--- config.mk ---
export PLATFORM = sky130hd
export DESIGN_NAME = aes_block_unloader
export DESIGN_NICKNAME = d
export VERILOG_FILES = /design/src/rtl/aes_block_unloader.sv
export SDC_FILE = /design/constraint.sdc
export NUM_CORES = 1
export LEC_CHECK = 0
export ABC_AREA = 0
export BUFFER_PORTS_ARGS = -buffer_cell sky130_fd_sc_hd__buf_2
export CORE_ASPECT_RATIO = 1.4
export CORE_MARGIN = 1.5
export CORE_UTILIZATION = 35
export CTS_CLUSTER_SIZE = 10
export DETAILED_ROUTE_END_ITERATION = 10
export SYNTH_ARGS = -nofsm -noshare
export SYNTH_HDL_FRONTEND = slang
export SYNTH_SLANG_ARGS = --single-unit
export TNS_END_PERCENT = 30
--- constraint.sdc ---
create_clock -name clk -period 1.8 [get_ports clk]
set_input_delay 0.54 -clock clk [delete_from_list [all_inputs] [get_ports clk]]
set_output_delay 0.54 -clock clk [all_outputs]
set_load 0.03 [all_outputs]
--- src/rtl/aes_block_unloader.sv ---
`default_nettype none
// ============================================================================
//  Module      : aes_block_unloader
//  Description : Captures one 128-bit AES result block over valid/ready and
//                shows it one byte at a time on 8 LEDs. Each press of a
//                step pushbutton moves to the next byte. After the last byte
//                the block is marked done, and one more press returns to idle.
//  Revision    : 1.0 - initial release
// ============================================================================
module aes_block_unloader #(
  parameter int NBYTES      = 16,
  parameter int SYNC_STAGES = 2
) (
  input  logic                  clk,
  input  logic                  rst,          // asynchronous, active-low
  input  logic [8*NBYTES-1:0]   block_in,
  input  logic                  block_valid,
  output logic                  block_ready,
  input  logic                  step_btn,
  output logic [7:0]            byte_out,
  output logic [3:0]            byte_idx,
  output logic                  byte_valid,
  output logic                  done
);

  localparam int         c_W    = 8 * NBYTES;
  localparam logic [3:0] c_LAST = 4'(NBYTES - 1);

  typedef enum logic [1:0] {
    IDLE = 2'd0,
    SHOW = 2'd1,
    DONE = 2'd2
  } state_t;

  state_t               r_state;
  state_t               w_stateNext;
  logic [c_W-1:0]       r_shift;
  logic [c_W-1:0]       w_shiftNext;
  logic [3:0]           r_idx;
  logic [3:0]           w_idxNext;
  logic [SYNC_STAGES-1:0] r_sync;
  logic                 r_syncDly;
  logic                 w_stepPulse;

  // Bring the raw button into the clock domain and keep one delayed copy for edge detection
  always_ff @(posedge clk or negedge rst) begin
    if (!rst) begin
      r_sync    <= '0;
      r_syncDly <= 1'b0;
    end else begin
      r_sync    <= {r_sync[SYNC_STAGES-2:0], step_btn};
      r_syncDly <= r_sync[SYNC_STAGES-1];
    end
  end

  // A step is a rising edge at the synchronizer output. There is no debounce.
  assign w_stepPulse = r_sync[SYNC_STAGES-1] & ~r_syncDly;

  // State, display shift register and byte index
  always_ff @(posedge clk or negedge rst) begin
    if (!rst) begin
      r_state <= IDLE;
      r_shift <= '0;
      r_idx   <= 4'd0;
    end else begin
      r_state <= w_stateNext;
      r_shift <= w_shiftNext;
      r_idx   <= w_idxNext;
    end
  end

  // Next-state logic. A step in IDLE is ignored, so a step that arrives with the accept cannot skip byte 0.
  always_comb begin
    w_stateNext = r_state;
    w_shiftNext = r_shift;
    w_idxNext   = r_idx;
    case (r_state)
      IDLE: begin
        if (block_valid) begin
          w_shiftNext = block_in;
          w_idxNext   = 4'd0;
          w_stateNext = SHOW;
        end
      end
      SHOW: begin
        if (w_stepPulse) begin
          if (r_idx == c_LAST) begin
            // Clear the shift register so the LEDs go dark while done is shown
            w_shiftNext = '0;
            w_stateNext = DONE;
          end else begin
            w_shiftNext = r_shift << 8;
            w_idxNext   = r_idx + 4'd1;
          end
        end
      end
      DONE: begin
        if (w_stepPulse) begin
          w_idxNext   = 4'd0;
          w_stateNext = IDLE;
        end
      end
      default: begin
        w_stateNext = IDLE;
      end
    endcase
  end

  // Outputs are decoded from registered state only, so block_in has no combinational path to them
  assign block_ready = (r_state == IDLE);
  assign byte_valid  = (r_state == SHOW);
  assign done        = (r_state == DONE);
  assign byte_out    = r_shift[c_W-1 -: 8];
  assign byte_idx    = r_idx;

endmodule
`default_nettype wire

# --- After elaboration in Yosys (flattened, before gate mapping) ---
# Cells that the tools add are included.
word_totals:
  register_bits: 137
  in_bits: 132
classes:
  addsub: 1
  n_eq_ne: 8
  muxes: 14
  bitwise_logic: 2
  reduce_logical: 6
ops:
  columns: ["cell", "n"]
  rows:
  - ["128-bit two-way mux", 3]
  - ["128-bit one-hot mux with 2 select lines", 1]
  - ["4-bit two-way mux", 4]
  - ["4-bit one-hot mux with 3 select lines", 1]
  - ["2-bit two-way mux", 4]
  - ["2-bit by 1-bit inequality test with 1-bit output (second input constant)", 3]
  - ["2-bit one-hot mux with 3 select lines", 1]
  - ["5-bit AND reduction", 1]
  - ["4-bit by 1-bit adder with 4-bit output (second input constant)", 1]
  - ["4-bit equality test (second input constant)", 1]
  - ["2-bit inequality test (second input constant)", 2]
  - ["4-bit AND reduction", 1]
  - ["3-bit AND reduction", 1]
  - ["3-bit nonzero test", 1]
  - ["2-bit by 1-bit equality test with 1-bit output (second input constant)", 1]
  - ["2-bit equality test (second input constant)", 1]
  - ["2-bit logical NOT", 1]
  - ["2-bit nonzero test", 1]
  - ["1-bit AND", 1]
  - ["1-bit NOT", 1]

# --- Depth between registers and ports, before layout ---
depth:
  depth_word: 4
  ltp_mapped: 6
  ltp_nobuf: 4

# --- Worst setup path after synthesis ---
# No wires, ideal clock.
synth_path:
  path_type: "reg-to-reg"
  from: "reg r_idx[0] (netlist: byte_idx[0])"
  to: "reg r_shift[22]"
  arrival_time_ns: 1.812
  required_time_ns: 1.675
  setup_slack_ns: -0.136
  stages_incl_launch_ff: 7
  period_less_slack_ns: 1.936
  path_cell_list: "dfrtp_1 -> ha_1 -> nand3_1 -> buf_2 -> buf_2 -> a32o_1 -> mux2_2"
synth_via:
  elab_chain_cells: 4
synth_rtl:
  columns: ["element", "line_no", "rtl"]
  rows:
  - ["from (decl)", "39", "logic [3:0] r_idx;"]
  - ["from (signal assigned)", "68", "r_idx <= w_idxNext;"]
  - ["4-bit equality test", "87", "if (r_idx == c_LAST) begin"]
  - ["128-bit two-way mux", "87", null]
  - ["128-bit two-way mux", "86", "if (w_stepPulse) begin"]
  - ["128-bit one-hot mux with 2 select lines", "77", "case (r_state)"]
  - ["to (signal assigned)", "67", "r_shift <= w_shiftNext;"]
  - ["to (decl)", "37", "logic [c_W-1:0] r_shift;"]
# Every way passes these cells. The select of a mux whose other input is x is not followed.
# A chain may end at the register's enable or synchronous reset.

# --- Final worst setup path ---
layout_path:
  from: "reg r_state[0]"
  to: "reg r_shift[78]"
layout_via:
  elab_chain_cells: 3
  word_cells_on_any_way: 7
  classes_between: "eq/ne: 3; mux: 1; reduce/logical: 3"
layout_rtl:
  columns: ["element", "line_no", "rtl"]
  rows:
  - ["from (decl)", "35", "state_t r_state;"]
  - ["from (signal assigned)", "66", "r_state <= w_stateNext;"]
  - ["2-bit by 1-bit equality test with 1-bit output / 2-bit logical NOT (equally long branches)", "77", null]
  - ["2-bit by 1-bit inequality test with 1-bit output (no line) (tied with other cells)", null, null]
  - ["3-bit AND reduction (no line)", null, null]
# Parallel ways exist; a longest one is shown, timed or not.

==> run summary <==
The flow ran to the end, but the final reports show violations. The final reports fail on negative setup slack. For the number of iterations in the first detailed-routing pass, the log shows 5. The fraction of final layout cells sized beyond drive strength 1 is 54.9%. Maximum buffer depth of the clock tree: 2. For the initial antenna violation count, the log shows 2.

The critical path goes through buf_4, buf_6, nand3b_4, a21oi_4, buf_4, buf_6, clkbuf_16, mux2_2. For this run, the total global-route usage over all layers was measured as 17.5%. The chip width was 120 um. The run gives 5.45 ps as the clock skew. The worst setup path is captured at a flop. For the final routed database, the setup TNS stands at -2050 ps. TritonCTS built the clock tree.

The final number of setup-violating endpoints is 80, and the distinct cell type count of the synthesized netlist is 36. TritonCTS created 17 clock buffers. VDD sags by at most 0.789 mV. The post-detailed-route DRC marker count is 0. Dividing the detail-routed wire length by the instance count gives 21.2 um.

The mean number of vias per cell is 5.70, and the sum of internal, switching and leakage power is 16.1 mW. The worst reg2reg path endpoint is r_shift[78]. Final hold analysis gives a worst-case slack of 24.9 ps.

The combined buffer and inverter count along the critical path was 5. The share of the Yosys chip area taken by registers is 50.8%. The run gives 0 as the antenna violation net count after detailed routing. For this run, the post-layout net count is 772. Height of the chip: 167 um. The clock net in this run drives a total of 137 sinks. The data arrival time of the critical path was 2150 ps; the total overflow reported by the global router was 0. The run gives 0 as the final max-slew violation count. The core area was 18,800 um^2. The worst path needs 1850 ps of the cycle, external delays included.

Synthesis produced a netlist whose cell count is 489. The run gives 59 as the number of cell rows. The slowest stage of the critical path belongs to the cell sky130_fd_sc_hd__dfrtp_2. The tools report the final count of hold timing violations as 0. The die covers 20,100 um^2. Counting flops with a built-in enable in the synthesized netlist gives 0.

For the worst setup slack after layout, the log shows -52.5 ps. For this configuration, the core starts out at a cell density of 36.0%. The upper clock frequency limit was 540 MHz.

The logs give 2950 um^2 for the area of the multi-input gates and 27,500 um for the global-route wire length before repair. The worst reg2reg path startpoint was r_state[0]. After clock tree synthesis, the clock-pin slew on the worst setup and hold paths is 60 ps. The category of the most critical setup path is reg -> reg.

The design area is 8770 um^2. The number of storage elements in the synthesis netlist is 137, and the pin count of the biggest net entering global routing is 121. The placed instances occupy a cell area of 7740 um^2. STA classifies the critical path startpoint as a flop.

The total power per unit cell area was 1840 nW/um^2. The worst path required time came out at 2100 ps. At the pin with the least slew margin, the transition time is 575 ps. The logs give 46.8% for the final core utilization and 0 for the total number of yosys warnings. Before CTS, the worst setup slack after placement is -32.0 ps. Once layout is complete, the cells apart from fillers number 897. In the final layout, flip-flops and latches occupy 3430 um^2.

The highest net fanout along the worst path is 7, and the total of fill cells in the finished design is 1,697. The most frequently used flop master after synthesis was sky130_fd_sc_hd__dfrtp_1. The final cycle utilization of the critical path is 103%, and the largest stage delay on the critical path is 410 ps.

The later-pin clock latency in the skew report was 420 ps; the detailed placer's ending HPWL was 11,900 um. Across all register-to-register paths, the minimum setup slack is -50 ps. The logs give 6750 um^2 for the synthesized area and 839 for the cell total after placement.

Counting every net in the synthesized netlist gives 622. The count of buffers added on input and output ports is 146. Setup repair after global routing could not meet its margin everywhere. The number of cells on the worst reg-to-reg path is 8.

After the first detailed-routing iteration, the DRC count stood at 319. Averaged over all synthesized cells, the footprint is 13.8 um^2. Growth of design area from synthesis to finish: 29.9%. The tools report the reported max-cap violation count as 0. Of all flip-flops after synthesis, the portion carrying an async set or reset was 100%.

The detailed router placed 5,109 vias in this run. The routed wire length is 19,000 um, and the total leakage power is 3.98 nW. The root buffer cell chosen for the clock tree is sky130_fd_sc_hd__clkbuf_16.

The congestion estimate from routability-driven global placement came to 0.775. Number of H-tree levels: 4. The path type of the worst min-delay path was in -> async. The run gives 5,226 as the number of global-route vias before repair.

The worst-case headroom to the max-slew limit was 61.7%. Pin placement for this block handled 147 I/O pins. The cell family contributing the most delay on the critical path was buffers and inverters.
[synthesized netlist by cell type (3+ instances only)]
cell type | instances | area share [%]
sky130_fd_sc_hd__nand2_1 | 3 | 0.17
sky130_fd_sc_hd__a22o_1 | 8 | 1.0
sky130_fd_sc_hd__buf_4 | 16 | 1.8
sky130_fd_sc_hd__inv_1 | 4 | 0.22
sky130_fd_sc_hd__mux2_1 | 10 | 1.7
sky130_fd_sc_hd__buf_8 | 7 | 1.6
sky130_fd_sc_hd__buf_6 | 5 | 0.83
sky130_fd_sc_hd__clkbuf_1 | 20 | 1.1
sky130_fd_sc_hd__dfrtp_1 | 137 | 51
sky130_fd_sc_hd__buf_2 | 16 | 1.2
sky130_fd_sc_hd__mux2_2 | 110 | 18
sky130_fd_sc_hd__o31ai_1 | 3 | 0.33
sky130_fd_sc_hd__a32o_1 | 120 | 18
[cells by family (layout without fill, tap and decap cells)]
group	after synthesis	after routing	share of synthesized area, %
other	0	1	0
adder cells (fa/ha/maj)	1	1	0.185
flip-flops	137	137	50.8
AND/OR/NAND/NOR	16	16	1.43
multiplexers	120	120	20.0
buffers and inverters	70	233	6.81
AO/OA/AOI/OAI	145	145	20.7
[worst register-to-register path: stages, from the launching register on]
cell and delay, ps:
sky130_fd_sc_hd__dfrtp_2 410, sky130_fd_sc_hd__buf_4 120, sky130_fd_sc_hd__buf_6 90, sky130_fd_sc_hd__nand3b_4 120, sky130_fd_sc_hd__a21oi_4 210, sky130_fd_sc_hd__buf_4 180
sky130_fd_sc_hd__buf_6 120, sky130_fd_sc_hd__clkbuf_16 150, sky130_fd_sc_hd__mux2_2 340
[layout by cell type (no fill, tap or decap), types with 8 or more instances in the layout]
cell,count
sky130_fd_sc_hd__buf_4,20
sky130_fd_sc_hd__buf_12,13
sky130_fd_sc_hd__buf_2,142
sky130_fd_sc_hd__mux2_2,109
sky130_fd_sc_hd__a32o_1,119
sky130_fd_sc_hd__dfrtp_1,134
sky130_fd_sc_hd__mux2_4,9
sky130_fd_sc_hd__buf_6,12
sky130_fd_sc_hd__a22o_1,8
sky130_fd_sc_hd__clkbuf_16,22
[layer usage]
metal	wire length, um	global-route usage (%)
met4	448	6.75
met5	0	0
met1	7560	20.9
met3	1060	5.04
met2	9930	29.7
[layout make-up]
cell class | count | area share, %
antenna | 1 | 0.0285
inverter | 6 | 0.314
clock buffer | 19 | 5.05
multi-input combinational | 282 | 33.7
sequential | 137 | 39.2
timing repair buffer | 195 | 16.6
clock inverter | 13 | 1.74
tap | 244 | 3.48
[registers in the layout, indices dropped and copies added, names as in the netlist]
name / count
r_shift: 128
byte_idx: 4
r_state: 2
r_sync: 2
r_syncDly: 1
[power by group]
part / switching, mW / internal, mW / leakage [nW] / total (mW)
registers: 0.757 / 4.36 / 1.76 / 5.12
clock network: 1.32 / 2.20 / 0.281 / 3.52
logic: 3.28 / 4.18 / 1.94 / 7.47
[how the worst max path moves through the flow]
stage | startpoint | endpoint | slack, ps | cells past startpoint
floorplan | byte_idx[0] | r_shift[22] | 30 | 6
CTS | r_state[0] | byte_valid | -60 | 3
detailed placement | block_valid | r_shift[27] | -30 | 6
global route | r_state[0] | r_shift[88] | -90 | 8
finish | r_state[0] | r_shift[78] | -50 | 8
global placement | block_valid | r_shift[39] | -20 | 5
[what timing repair did]
item | CTS | global route
buffers inserted | 5 | 12
setup endpoints to repair | 3 | 118
hold buffers | 0 | 0
gates resized for setup | 13 | 20
pin swaps | 2 | 0
cloned | 0 | 8
Power figures use the tool's default switching activity.
